[config.mk]
export PLATFORM = sky130hd
export DESIGN_NAME = mix_out_buffer
export DESIGN_NICKNAME = d
export VERILOG_FILES = /design/src/rtl/mix_out_pkg.sv /design/src/rtl/sample_fifo.sv /design/src/rtl/mix_out_buffer.sv
export SDC_FILE = /design/constraint.sdc
export NUM_CORES = 1
export LEC_CHECK = 0
export BUFFER_PORTS_ARGS = -buffer_cell sky130_fd_sc_hd__buf_2
export CORE_MARGIN = 10
export CORE_UTILIZATION = 50
export DETAILED_ROUTE_END_ITERATION = 6
export PLACE_DENSITY = 0.69
export REMOVE_ABC_BUFFERS = 1
export SYNTH_ARGS = -nofsm -noshare
export SYNTH_HDL_FRONTEND = slang
export SYNTH_HIERARCHICAL = 1
export SYNTH_SLANG_ARGS = --single-unit
[constraint.sdc]
create_clock -name clk -period 5.04 [get_ports clk]
set_clock_uncertainty 0.2 [all_clocks]
set_input_delay 0.504 -clock clk [delete_from_list [all_inputs] [get_ports clk]]
set_output_delay 0.504 -clock clk [all_outputs]
set_load 0.01 [all_outputs]
[src/rtl/mix_out_pkg.sv]
// Shared types and defaults for the mixer output buffer (mix_out_buffer, sample_fifo).
package mix_out_pkg;

  localparam int unsigned SAMPLE_W            = 32;
  localparam int unsigned DEFAULT_DEPTH       = 8;
  localparam int unsigned DEFAULT_PRIME_LEVEL = 4;

  typedef enum logic {
    PRIME  = 1'b0,
    STREAM = 1'b1
  } state_e;

endpackage

[src/rtl/sample_fifo.sv]
// Circular sample store for mix_out_buffer; level counter disambiguates full from empty.
module sample_fifo
  import mix_out_pkg::*;
#(
  parameter int unsigned DEPTH = DEFAULT_DEPTH,
  parameter int unsigned W     = SAMPLE_W,
  localparam int unsigned LW   = $clog2(DEPTH) + 1
) (
  input  logic          clk,
  input  logic          resetn,
  input  logic          push,
  input  logic          pop,
  input  logic [W-1:0]  wdata,
  output logic [W-1:0]  head,
  output logic [LW-1:0] level
);

  localparam int unsigned PW = $clog2(DEPTH);

  logic [W-1:0]  mem_q [DEPTH];
  logic [PW-1:0] wr_ptr_q, wr_ptr_d;
  logic [PW-1:0] rd_ptr_q, rd_ptr_d;
  logic [LW-1:0] level_q, level_d;
  logic          do_push, do_pop;

  // A push into a full FIFO is only legal when a pop frees a slot on the same edge.
  always_comb begin
    do_pop   = pop && (level_q != '0);
    do_push  = push && ((level_q != LW'(DEPTH)) || do_pop);
    wr_ptr_d = do_push ? wr_ptr_q + PW'(1) : wr_ptr_q;
    rd_ptr_d = do_pop  ? rd_ptr_q + PW'(1) : rd_ptr_q;
    level_d  = level_q;
    case ({do_push, do_pop})
      2'b10:   level_d = level_q + LW'(1);
      2'b01:   level_d = level_q - LW'(1);
      default: level_d = level_q;
    endcase
  end

  always_ff @(posedge clk or negedge resetn) begin
    if (!resetn) begin
      wr_ptr_q <= '0;
      rd_ptr_q <= '0;
      level_q  <= '0;
    end else begin
      wr_ptr_q <= wr_ptr_d;
      rd_ptr_q <= rd_ptr_d;
      level_q  <= level_d;
    end
  end

  always_ff @(posedge clk) begin
    if (do_push) mem_q[wr_ptr_q] <= wdata;
  end

  assign head  = mem_q[rd_ptr_q];
  assign level = level_q;

endmodule

[src/rtl/mix_out_buffer.sv]
// Primes a sample FIFO from the mixer, then streams it to the codec at most every other cycle.
// Optional feature: define MIX_OUT_ATTEN_EN to add the atten input (arithmetic right shift at pop).
module mix_out_buffer
  import mix_out_pkg::*;
#(
  parameter int unsigned DEPTH       = DEFAULT_DEPTH,
  parameter int unsigned PRIME_LEVEL = DEFAULT_PRIME_LEVEL,
  localparam int unsigned LW         = $clog2(DEPTH) + 1
) (
  input  logic                clk,
  input  logic                resetn,
  input  logic [SAMPLE_W-1:0] mix_down,
  input  logic                sample_tick,
  input  logic                audio_out_allowed,
`ifdef MIX_OUT_ATTEN_EN
  input  logic [2:0]          atten,
`endif
  input  logic                clear_flags,
  output logic                write_audio_out,
  output logic [SAMPLE_W-1:0] left_channel_audio_out,
  output logic [SAMPLE_W-1:0] right_channel_audio_out,
  output logic [LW-1:0]       level,
  output logic                overrun,
  output logic                underrun
);

  state_e              state_q, state_d;
  logic                write_q, write_d;
  logic [SAMPLE_W-1:0] sample_q, sample_d;
  logic                overrun_q, overrun_d;
  logic                underrun_q, underrun_d;
  logic                pop_c, push_c, ovr_set_c, und_set_c;
  logic [SAMPLE_W-1:0] head;
  logic [SAMPLE_W-1:0] head_scaled;
  logic [LW-1:0]       fifo_level;

  sample_fifo #(
    .DEPTH (DEPTH),
    .W     (SAMPLE_W)
  ) u_fifo (
    .clk    (clk),
    .resetn (resetn),
    .push   (push_c),
    .pop    (pop_c),
    .wdata  (mix_down),
    .head   (head),
    .level  (fifo_level)
  );

`ifdef MIX_OUT_ATTEN_EN
  assign head_scaled = SAMPLE_W'($signed(head) >>> atten);
`else
  assign head_scaled = head;
`endif

  // Next state, codec strobe and sticky flags.
  always_comb begin
    state_d    = state_q;
    write_d    = 1'b0;
    sample_d   = sample_q;
    und_set_c  = 1'b0;
    push_c     = sample_tick;
    pop_c      = (state_q == STREAM) && (fifo_level != '0) &&
                 audio_out_allowed && !write_q;
    ovr_set_c  = sample_tick && (fifo_level == LW'(DEPTH)) && !pop_c;

    if (state_q == PRIME) begin
      if (fifo_level >= LW'(PRIME_LEVEL)) state_d = STREAM;
    end else begin
      if ((fifo_level == '0) && audio_out_allowed) begin
        state_d   = PRIME;
        und_set_c = 1'b1;
      end
    end

    if (pop_c) begin
      write_d  = 1'b1;
      sample_d = head_scaled;
    end

    overrun_d  = clear_flags ? 1'b0 : (overrun_q  || ovr_set_c);
    underrun_d = clear_flags ? 1'b0 : (underrun_q || und_set_c);
  end

  always_ff @(posedge clk or negedge resetn) begin
    if (!resetn) begin
      state_q    <= PRIME;
      write_q    <= 1'b0;
      sample_q   <= '0;
      overrun_q  <= 1'b0;
      underrun_q <= 1'b0;
    end else begin
      state_q    <= state_d;
      write_q    <= write_d;
      sample_q   <= sample_d;
      overrun_q  <= overrun_d;
      underrun_q <= underrun_d;
    end
  end

  assign write_audio_out         = write_q;
  assign left_channel_audio_out  = sample_q;
  assign right_channel_audio_out = sample_q;
  assign level                   = fifo_level;
  assign overrun                 = overrun_q;
  assign underrun                = underrun_q;

endmodule

==> reports/qor.yml, run 1 <==
rsz_0062_raised_after_global_routing: "no"
critPathLaunch: "u_fifo/level[0]$_DFFE_PN0P_"
r2r_setup_slack_ns: 1.76
power_leakage_nw: 4.93
worstReg2RegEnd: "u_fifo/level[2]$_DFFE_PN0P_"
die_x_um: 175
ir_drop_mv: 0.505
synth_largest_area_cell: "sky130_fd_sc_hd__edfxtp_1"
maxSlewHeadroom_pct: 27.7
timing.critical_path.cells: "nor4_4 -> nor3_4 -> buf_4 -> o21a_1 -> ha_1 -> xor2_1 -> ha_1 -> a21oi_1 -> xor2_1 -> nor2_1 -> xor2_1"
crit_family: "buffers and inverters"
number_of_top_level_pins: 108
timing.reg2reg.worst_path_depth: 11
grt_first_pass_wirelength_um: 35900
synthesis.instances: 544
nFillCells: 1730
maxSlewViolCount: 0
synth-edff-count: 256
timing.max_cap.violations: 0
via_count_of_the_first_global_routing_pass: 5952
yosys-top-cells-count: "256 x sky130_fd_sc_hd__edfxtp_1, 46 x sky130_fd_sc_hd__dfrtp_1, 44 x sky130_fd_sc_hd__mux4_2"
tritoncts_clock_tree: "done"
antenna_violating_nets_post_route: 0
timing.hold.worst.start: "mix_down[18]"
type_of_origin_of_the_critical_path: "register"
detailedPlacementHpwl_um: 12900
power-per-cell-area_nw_per_um2: 587
status: "complete, no violations"
cp_data_arrival_time_ns: 3.51
cts_setup_buffers: 0
core_region_area_um2: 23500
finalCriticalPeriod_ns: 3.28
final-setup-viol-count: 0
least_setup_slack_across_all_paths_after_layout_ns: 1.76
initial_utilization_pct: 51.0
clock_slew_seen_by_the_registers_of_the_worst_setup_and_hold_paths_ns: 0.06
num_rows: 56
postSynth.topFlopCell: "sky130_fd_sc_hd__edfxtp_1"
post_synth_main_area_contributors: "sky130_fd_sc_hd__edfxtp_1 64%, sky130_fd_sc_hd__dfrtp_1 9.6%, sky130_fd_sc_hd__mux4_2 8.2%"
area_delta_synth_final_pct: 15.6
yosysSeqAreaShare_pct: 73.6
vias: 5496
layout_worst_path_cycle_share_pct: 65.1
cts_htree_levels: 1
clkSinkCount: 302
detailedRoute.firstPassIterationCount: 5
avgViaCountPerCell: 5.46
num-nets-final: 704
holdCritPathClass: "in2reg"
area_of_the_mapped_netlist_um2: 12000
floorplan.die_area_um2: 30600
antenna_found_initial: 2
insertion_delay_ns: 0.56
endpoint_kind: "register"
grt_max_degree: 67
final-instance-count-excl-fill: 1006
synth.yosys.warnings: 6
gr-usage-all-layers_pct: 15.0
cp.required_ns: 5.27
drt_wl_total_um: 22900
globalRoute.totalOverflow: 0
postSynthRegisterBits: 302
detailed_place.area_um2: 12700
place_worst_setup_slack_ns: 1.75
critical_path_peak_fanout: 35
tightestPinTransition_ns: 1.08
buffer_ports.inserted: 107
syn-mean-instance-area_um2: 22.1
synth_async_sr_flop_share_pct: 15.2
detail_route.iter0.violations: 377
place.detailed.instances: 928
post_layout_inst_area_um2: 13900
cts_root_buffer: "sky130_fd_sc_hd__clkbuf_16"
synthMostInstantiatedCell: "sky130_fd_sc_hd__edfxtp_1"
synth.distinct_cells: 34
final_layout_size_suffix_gt1_share_pct: 41.2
gp_congestion: 0.770
fmaxAchievable_mhz: 305
cell_with_the_largest_stage_delay_on_the_worst_path: "sky130_fd_sc_hd__buf_4"
min_delay_path_depth: 1
worst_path_most_repeated_cell: "sky130_fd_sc_hd__xor2_1"
die-height_um: 175
timing_hold_violations_final: 0
synth_largest_type_area_fraction_pct: 64.0
drcViolationCount: 0
cts_inserted_buffers: 30
critPathMaxStageDelay_ns: 0.63
setup.worst_path.class: "reg2reg"
holdPathEnd: "u_fifo/mem_q[2][18]$_DFFE_PP_"
route.detailed.wl_per_inst_um: 22.7
cts.path.max_buffers: 3
worst-path-buf-inv: 1
worst_r2r_startpoint: "u_fifo/level[0]$_DFFE_PN0P_"
layer usage:
layer  global-route usage, %  vias up  wire length [um]
li1                        -     2423                 -
met1                    19.7     2868              9830
met2                    25.1      169             11200
met3                    3.28       36              1420
met4                    3.21        0               459
met5                       0        -                 0
cells in the final DEF (no fill, tap or decap), types with 4 or more instances in the layout:
cell type,count
sky130_fd_sc_hd__dlygate4sd3_1,21
sky130_fd_sc_hd__buf_2,107
sky130_fd_sc_hd__nand2_1,11
sky130_fd_sc_hd__mux4_2,44
sky130_fd_sc_hd__mux2_4,28
sky130_fd_sc_hd__dfrtp_1,43
sky130_fd_sc_hd__mux2_2,37
sky130_fd_sc_hd__mux4_1,20
sky130_fd_sc_hd__ha_1,5
sky130_fd_sc_hd__xor2_1,5
sky130_fd_sc_hd__nor2_4,6
sky130_fd_sc_hd__clkinv_2,4
sky130_fd_sc_hd__nor2_1,5
sky130_fd_sc_hd__edfxtp_1,256
sky130_fd_sc_hd__buf_4,11
sky130_fd_sc_hd__clkbuf_16,30
sky130_fd_sc_hd__clkbuf_1,10
sky130_fd_sc_hd__nand2b_1,5
registers in the layout, summed over array words and instances, names as in the netlist:
signal and count:
write_audio_out 1, underrun 1, u_fifo/rd_ptr_q 3, overrun 1, u_fifo/mem_q 256, left_channel_audio_out 32, u_fifo/wr_ptr_q 3, state_q 1
u_fifo/level 4
worst max path at each step:
stage	endpoint	slack (ns)	cells after the start
floorplan	u_fifo/mem_q[0][0]$_DFFE_PP_	-0.26	6
global placement	u_fifo/level[2]$_DFFE_PN0P_	1.85	12
detailed placement	u_fifo/level[2]$_DFFE_PN0P_	1.75	12
CTS	u_fifo/level[2]$_DFFE_PN0P_	1.75	11
global route	u_fifo/level[2]$_DFFE_PN0P_	1.57	11
finish	u_fifo/level[2]$_DFFE_PN0P_	1.76	11
what timing repair did:
item	in CTS	in global routing
gates resized for setup	0	0
hold buffers	21	0
endpoints found under the hold margin	187	0
setup endpoints to repair	0	0
report_power, final:
group / total, W / internal (W) / switching (W)
clock: 0.00219 / 0.00130 / 0.000894
combinational: 0.00221 / 0.00129 / 0.000916
sequential: 0.00374 / 0.00320 / 0.000541
cells by family after synthesis:
kind of cell / after synthesis / synth area share, %
muxes: 130 / 19.7
AOI/OAI and AO/OA: 9 / 0.531
DFF: 302 / 73.6
and+or+nand+nor: 35 / 1.57
adders and majority gates: 5 / 0.521
xor gates and xnor gates: 8 / 0.583
buffers and inverters: 55 / 3.52
area by class of cell:
class / instances / area [um2] / share of cell area (%)
Antenna cell: 2 / 5.00 / 0.0361
Tap cell: 319 / 399 / 2.88
Inverter: 2 / 7.51 / 0.0541
Sequential cell: 302 / 8850 / 63.7
Timing Repair Buffer: 139 / 828 / 5.97
Clock buffer: 43 / 830 / 5.98
Clock inverter: 12 / 159 / 1.14
Multi-Input combinational cell: 187 / 2810 / 20.2
stage by stage:
stage / setup TNS (ns) / total power (W) / utilization, % / hold WS (ns)
after detailed placement: 0 / 0.00604 / 53.8 / 0.313
after global routing: 0 / 0.00855 / 58.9 / 0.0126
final: 0 / 0.00814 / 59.0 / 0.0201
after floorplan: -15.92 / 0.00521 / - / 0.00841
after CTS: 0 / 0.00826 / 58.9 / 0.000950
after global placement: 0 / 0.00598 / 53.8 / 0.289
(Power assumes the default switching activity.)
==> run 2, diff against run 1 <==
clock period = 3.4 ns   (was 5.04 ns; I/O delays follow)
==> run 2 against run 1 <==
Against the previous run:
- non-clock buffer count up 22
- maximum frequency grew 2.7%
- clock-buffer cell count is 4 lower
- largest power group unchanged
- critical path depth is 4 lower
- utilization up 0.79 points
- register-to-register slack lost 1.6 ns
==> reports/qor.yml, run 2 (synthesis gave the netlist of run 1 again) <==
final_cell_mix: "256 x sky130_fd_sc_hd__edfxtp_1, 107 x sky130_fd_sc_hd__buf_2, 44 x sky130_fd_sc_hd__mux4_2"  # unchanged
final_layout_size_suffix_gt1_share_pct: 40.8  # was 41.2%
finalCriticalPeriod_ns: 3.20  # was 3.28 ns
seqPwrFrac_pct: 44.5  # was 45.9%
place.detailed.instances: 934  # was 928
met2_usage_pct: 25.1  # about the same
gr-usage-all-layers_pct: 15.5  # was 15.0%
num-nets-final: 727  # was 704
final-instance-count-excl-fill: 1028  # was 1,006
layout_worst_path_cycle_share_pct: 94.0  # was 65.1%
ir_drop_mv: 0.469  # was 0.505 mV
p_switching_w: 0.00354  # was 0.00235 W
largest_reg_by_ff_count: "u_fifo/mem_q"  # unchanged
fmaxAchievable_mhz: 313  # was 305 MHz
final-setup-viol-count: 0  # unchanged
holdCritPathClass: "in2async"  # was in2reg
detail_route.iter0.violations: 430  # was 377
detailed_place.area_um2: 12700  # about the same
core_region_area_um2: 23500  # unchanged
tritoncts_clock_tree: "done"  # unchanged
tightestPinTransition_ns: 0.993  # was 1.08 ns
gr-max-usage-layer: "met2"  # unchanged
critical_path_peak_fanout: 22  # was 35
globalRoute.totalOverflow: 0  # unchanged
report.power.total_w: 0.0121  # was 0.00814 W
buffer_ports.inserted: 107  # unchanged
initial_utilization_pct: 51.0  # unchanged
area_delta_synth_final_pct: 17.1  # was 15.6%
detailedPlacementHpwl_um: 14200  # was 12,900 um
power.clock.fraction_pct: 26.1  # was 26.9%
setup.worst_path.class: "reg2reg"  # unchanged
cts_setup_buffers: 0  # unchanged
grt.met3_usage_pct: 3.08  # was 3.28%
power_leakage_nw: 5.02  # was 4.93 nW
status: "complete, no violations"  # unchanged
clkSinkCount: 302  # unchanged
cell_with_the_largest_stage_delay_on_the_worst_path: "sky130_fd_sc_hd__nor2_4"  # was sky130_fd_sc_hd__buf_4
largest_register_ff_count: 256  # unchanged
avgViaCountPerCell: 5.50  # was 5.46
antenna_found_initial: 1  # was 2
timing.critical_path.cells: "nor4_4 -> nor3_4 -> nand2b_1 -> o21a_1 -> nand2b_1 -> nor2_4 -> buf_4"  # was nor4_4 -> nor3_4 -> buf_4 -> o21a_1 -> ha_1 -> xor2_1 -> ha_1 -> a21oi_1 -> xor2_1 -> nor2_1 -> xor2_1
cts_inserted_buffers: 31  # was 30
endpoint_kind: "register"  # unchanged
vias: 5659  # was 5,496
rsz_0062_raised_after_global_routing: "no"  # unchanged
internal_power_w: 0.00857  # was 0.00579 W
maxSlewHeadroom_pct: 33.7  # was 27.7%
via_count_of_the_first_global_routing_pass: 6159  # was 5,952
post-route-util_pct: 59.8  # was 59.0%
route.detailed.wl_per_inst_um: 22.8  # was 22.7 um
sw_frac_of_total_pct: 29.2  # was 28.9%
num_rows: 56  # unchanged
antenna_violating_nets_post_route: 0  # unchanged
power-per-cell-area_nw_per_um2: 861  # was 587 nW/um2
timing_hold_violations_final: 0  # unchanged
clock_slew_seen_by_the_registers_of_the_worst_setup_and_hold_paths_ns: 0.06  # about the same
cts_root_buffer: "sky130_fd_sc_hd__clkbuf_16"  # unchanged
floorplan.die_area_um2: 30600  # unchanged
drt_wl_total_um: 23500  # was 22,900 um
cts.path.max_buffers: 3  # unchanged
cp.required_ns: 3.44  # was 5.27 ns
cts_htree_levels: 1  # unchanged
post_layout_inst_area_um2: 14100  # was 13,900 um2
mostFrequentLayoutCell: "sky130_fd_sc_hd__edfxtp_1"  # unchanged
gp_congestion: 0.765  # was 0.770
worst_path_most_repeated_cell: "sky130_fd_sc_hd__nand2b_1"  # was sky130_fd_sc_hd__xor2_1
insertion_delay_ns: 0.55  # was 0.56 ns
number_of_top_level_pins: 108  # unchanged
combPwrFrac_pct: 29.5  # was 27.2%
die_x_um: 175  # unchanged
critPathMaxStageDelay_ns: 0.79  # was 0.63 ns
die-height_um: 175  # unchanged
type_of_origin_of_the_critical_path: "register"  # unchanged
drcViolationCount: 0  # unchanged
timing.max_cap.violations: 0  # unchanged
use_met1_pct: 21.5  # was 19.7%
maxSlewViolCount: 0  # unchanged
grt_first_pass_wirelength_um: 37200  # was 35,900 um
grt_max_degree: 67  # unchanged
cp_data_arrival_time_ns: 3.24  # was 3.51 ns
detailedRoute.firstPassIterationCount: 4  # was 5
-- run 2: cell types whose count changed in the layout (fill, tap and decap cells not counted) --
cell / delta
sky130_fd_sc_hd__dlygate4sd3_1: +16
sky130_fd_sc_hd__buf_4: +4
sky130_fd_sc_hd__clkbuf_8: -3
sky130_fd_sc_hd__clkinv_2: +3
sky130_fd_sc_hd__buf_12: +2
sky130_fd_sc_hd__clkbuf_1: -2
sky130_fd_sc_hd__clkinv_1: +2
sky130_fd_sc_hd__bufinv_16: -1
sky130_fd_sc_hd__clkbuf_16: +1
sky130_fd_sc_hd__clkinv_16: -1
sky130_fd_sc_hd__diode_2: -1
sky130_fd_sc_hd__inv_6: +1
sky130_fd_sc_hd__inv_8: +1
-- run 2: worst paths after layout --
check | from | to | slack [ns] | cells past startpoint
hold / removal | resetn | left_channel_audio_out[2]$_DFFE_PN0P_ | 0.29 | 2
setup / recovery | u_fifo/level[1]$_DFFE_PN0P_ | u_fifo/mem_q[2][28]$_DFFE_PP_ | 0.20 | 7
max in group asynchronous | resetn | left_channel_audio_out[5]$_DFFE_PN0P_ | 1.91 | 3
hold reg to reg | state_q$_DFF_PN0_ | state_q$_DFF_PN0_ | 0.32 | 1
min in group clk | state_q$_DFF_PN0_ | state_q$_DFF_PN0_ | 0.32 | 1
setup reg to reg | u_fifo/level[1]$_DFFE_PN0P_ | u_fifo/mem_q[2][28]$_DFFE_PP_ | 0.20 | 7
-- run 2: cell type report --
type,count,area [um2]
fill,1705,9480
sequential,302,8850
multi-input combinational,187,2810
timing repair buffer,161,1060
clock buffer,39,806
tap,319,399
clock inverter,17,141
inverter,2,7.51
antenna,1,2.50
-- run 2: per-layer routing --
metal  part of all wire, %  wire [um]  vias up
met3                   5.4       1260       26
met4                   1.5        345        0
li1                      -          -     2483
met5                     0          0        -
met2                    49      11600      164
met1                    44      10300     2986
-- run 2: critical path, delay by kind of cell, from the launching register on --
kind | cells | cell delay, ns
buf+inv | 1 | 0.37
flops | 1 | 0.54
simple gates | 5 | 1.52
compound gates | 1 | 0.25
-- run 2: through the flow --
stage / hold slack (ns) / TNS [ns] / setup WS (ns)
4_1_cts: 0.323 / 0 / 0.188
3_3_place_gp: 0.293 / 0 / 0.363
5_1_grt: 0.353 / 0 / 0.0553
3_5_place_dp: 0.308 / 0 / 0.187
6_report: 0.292 / 0 / 0.205
2_1_floorplan: -0.156 / -331.25 / -1.90
-- run 2: power by group through the flow --
stage / clock network [W] / registers [W] / logic, W
2_1_floorplan: 0 / 0.00562 / 0.00211
3_3_place_gp: 0 / 0.00541 / 0.00356
3_5_place_dp: 0 / 0.00547 / 0.00360
4_1_cts: 0.00323 / 0.00541 / 0.00365
5_1_grt: 0.00338 / 0.00549 / 0.00385
6_report: 0.00316 / 0.00538 / 0.00357
-- run 2: what timing repair did --
action                                 4_1_cts  5_1_grt
endpoints found under the hold margin      295        0
resized for setup                            0        0
hold buffers                                37        0
==> run 3, diff against run 2 <==
BUFFER_PORTS_ARGS = default   (was -buffer_cell sky130_fd_sc_hd__buf_2)
DONT_BUFFER_PORTS = 1   (was default)
PLACE_DENSITY = 0.76   (was 0.69)
==> run 3 against run 2 <==
Against the previous run:
- worst setup slack improved by 0.23 ns
- via count fell by 8.7%
- flip-flop and latch count unchanged
- combinational power down 20%
- critical path type unchanged
- critical endpoint is now u_fifo/level[2]$_DFFE_PN0P_
- largest power group unchanged
==> reports/qor.yml, run 3 (synthesis gave the netlist of run 1 again) <==
status: "complete, no violations"  # unchanged
power_leakage_nw: 4.64  # was 5.02 nW
maxSlewHeadroom_pct: 30.7  # was 33.7%
endpoint_kind: "register"  # unchanged
final_layout_size_suffix_gt1_share_pct: 30.9  # was 40.8%
timing.critical_path.cells: "nor4_4 -> nor3_4 -> nand2b_1 -> o21a_1 -> inv_1 -> ha_1 -> xor2_1 -> ha_1 -> a21oi_1 -> xor2_1 -> nor2_1 -> xor2_1"  # was nor4_4 -> nor3_4 -> nand2b_1 -> o21a_1 -> nand2b_1 -> nor2_4 -> buf_4
post_cts_resized: 0  # unchanged
sw_frac_of_total_pct: 29.0  # was 29.2%
final-instance-count-excl-fill: 926  # was 1,028
final_cell_mix: "256 x sky130_fd_sc_hd__edfxtp_1, 44 x sky130_fd_sc_hd__mux4_2, 43 x sky130_fd_sc_hd__dfrtp_1"  # was 256 x sky130_fd_sc_hd__edfxtp_1, 107 x sky130_fd_sc_hd__buf_2, 44 x sky130_fd_sc_hd__mux4_2
detailedPlacementHpwl_um: 12900  # was 14,200 um
die-height_um: 175  # unchanged
ir_drop_mv: 0.451  # was 0.469 mV
grt.met3_usage_pct: 3.34  # was 3.08%
final-setup-viol-count: 0  # unchanged
number_of_top_level_pins: 108  # unchanged
critPathMaxStageDelay_ns: 0.53  # was 0.79 ns
grt_first_pass_wirelength_um: 34400  # was 37,200 um
maxSlewViolCount: 0  # unchanged
vias: 5166  # was 5,659
cp_data_arrival_time_ns: 3.18  # was 3.24 ns
worst_path_most_repeated_cell: "sky130_fd_sc_hd__xor2_1"  # was sky130_fd_sc_hd__nand2b_1
worst-path-buf-inv: 1  # unchanged
internal_power_w: 0.00830  # was 0.00857 W
detail_route.iter0.violations: 426  # was 430
tightestPinTransition_ns: 1.04  # was 0.993 ns
gp_congestion: 0.738  # was 0.765
cts_inserted_buffers: 30  # was 31
mostFrequentLayoutCell: "sky130_fd_sc_hd__edfxtp_1"  # unchanged
timing.hold.ws_ns: 0.0536  # was 0.292 ns
holdCritPathClass: "in2reg"  # was in2async
route.detailed.wl_per_inst_um: 23.8  # was 22.8 um
die_x_um: 175  # unchanged
place.detailed.instances: 831  # was 934
insertion_delay_ns: 0.55  # about the same
largest_reg_by_ff_count: "u_fifo/mem_q"  # unchanged
largest_register_ff_count: 256  # unchanged
layout_worst_path_cycle_share_pct: 87.4  # was 94.0%
floorplan.die_area_um2: 30600  # unchanged
drcViolationCount: 0  # unchanged
detailed_place.area_um2: 12300  # was 12,700 um2
clkSinkCount: 302  # unchanged
fmaxAchievable_mhz: 337  # was 313 MHz
type_of_origin_of_the_critical_path: "register"  # unchanged
timing_hold_violations_final: 0  # unchanged
cts_setup_buffers: 0  # unchanged
multi_input_area_um2: 2810  # unchanged
cell_with_the_largest_stage_delay_on_the_worst_path: "sky130_fd_sc_hd__dfrtp_1"  # was sky130_fd_sc_hd__nor2_4
num_rows: 56  # unchanged
antenna_found_initial: 1  # unchanged
crit_family: "simple AND/OR/NAND/NOR gates"  # unchanged
initial_utilization_pct: 51.0  # unchanged
met2_usage_pct: 24.7  # was 25.1%
report.power.total_w: 0.0117  # was 0.0121 W
gr-max-usage-layer: "met2"  # unchanged
post_layout_inst_area_um2: 13600  # was 14,100 um2
num-nets-final: 624  # was 727
tritoncts_clock_tree: "done"  # unchanged
register_area_um2: 8840  # was 8850 um2
drt_wl_total_um: 22100  # was 23,500 um
cts_root_buffer: "sky130_fd_sc_hd__clkbuf_16"  # unchanged
cts.path.max_buffers: 3  # unchanged
setup.worst_path.class: "reg2reg"  # unchanged
power-per-cell-area_nw_per_um2: 857  # was 861 nW/um2
cts_htree_levels: 1  # unchanged
area_delta_synth_final_pct: 13.5  # was 17.1%
detailedRoute.firstPassIterationCount: 4  # unchanged
globalRoute.totalOverflow: 0  # unchanged
grt_max_degree: 47  # was 67
core_region_area_um2: 23500  # unchanged
cp.required_ns: 3.60  # was 3.44 ns
timing.max_cap.violations: 0  # unchanged
gr-usage-all-layers_pct: 14.5  # was 15.5%
rsz_0062_raised_after_global_routing: "no"  # unchanged
power.clock.fraction_pct: 27.2  # was 26.1%
critical_path_peak_fanout: 9  # was 22
seqPwrFrac_pct: 48.2  # was 44.5%
nFillCells: 1702  # was 1,705
combPwrFrac_pct: 24.6  # was 29.5%
post_cts_hold_buffer_count: 38  # was 37
clock_slew_seen_by_the_registers_of_the_worst_setup_and_hold_paths_ns: 0.06  # about the same
antenna_violating_nets_post_route: 0  # unchanged
buffer_ports.inserted: 0  # was 107
p_switching_w: 0.00339  # was 0.00354 W
avgViaCountPerCell: 5.58  # was 5.50
finalCriticalPeriod_ns: 2.97  # was 3.20 ns
via_count_of_the_first_global_routing_pass: 5653  # was 6,159
use_met1_pct: 18.6  # was 21.5%
run 3: final cells by class:
class / count / area share [%]
Antenna cell: 1 / 0.0184
Timing Repair Buffer: 59 / 4.53
Tap cell: 319 / 2.93
Inverter: 2 / 0.0551
Multi-Input combinational cell: 187 / 20.6
Clock inverter: 19 / 1.32
Sequential cell: 302 / 64.9
Clock buffer: 37 / 5.70
run 3: power by group through the flow:
stage          registers [W]  clock network (W)  logic (W)
2_1_floorplan        0.00562                  0    0.00211
3_3_place_gp         0.00569                  0    0.00275
3_5_place_dp         0.00574                  0    0.00283
4_1_cts              0.00567            0.00325    0.00293
5_1_grt              0.00576            0.00340    0.00310
6_report             0.00563            0.00318    0.00287
run 3: final timing paths:
path	startpoint	endpoint	slack, ns	depth (start not counted)
max in group asynchronous	resetn	u_fifo/rd_ptr_q[0]$_DFFE_PN0P_	2.60	2
min in group asynchronous	resetn	left_channel_audio_out[15]$_DFFE_PN0P_	0.14	2
worst max-delay path	u_fifo/level[1]$_DFFE_PN0P_	u_fifo/level[2]$_DFFE_PN0P_	0.43	12
worst min register to register	state_q$_DFF_PN0_	state_q$_DFF_PN0_	0.33	1
worst max register to register	u_fifo/level[1]$_DFFE_PN0P_	u_fifo/level[2]$_DFFE_PN0P_	0.43	12
worst min-delay path	audio_out_allowed	write_audio_out$_DFF_PN0_	0.05	3
run 3: metrics by stage:
stage	utilization (%)	setup slack [ns]	setup TNS, ns
2_1_floorplan	-	-1.90	-331.25
5_1_grt	57.9	0.164	0
3_3_place_gp	52.1	0.527	0
3_5_place_dp	52.1	0.440	0
6_report	57.9	0.430	0
4_1_cts	57.9	0.419	0
run 3: routing by layer:
metal  vias up  wire length [um]
met5         -                 0
li1       2267                 -
met4         0               379
met1      2723              9220
met3        32              1360
met2       144             11100
run 3: worst min-delay path: cells and delay by family:
| family | cells | cell delay [ns] |
|---|---|---|
| simple gates | 2 | 0.14 |
| buf+inv | 1 | 0.22 |
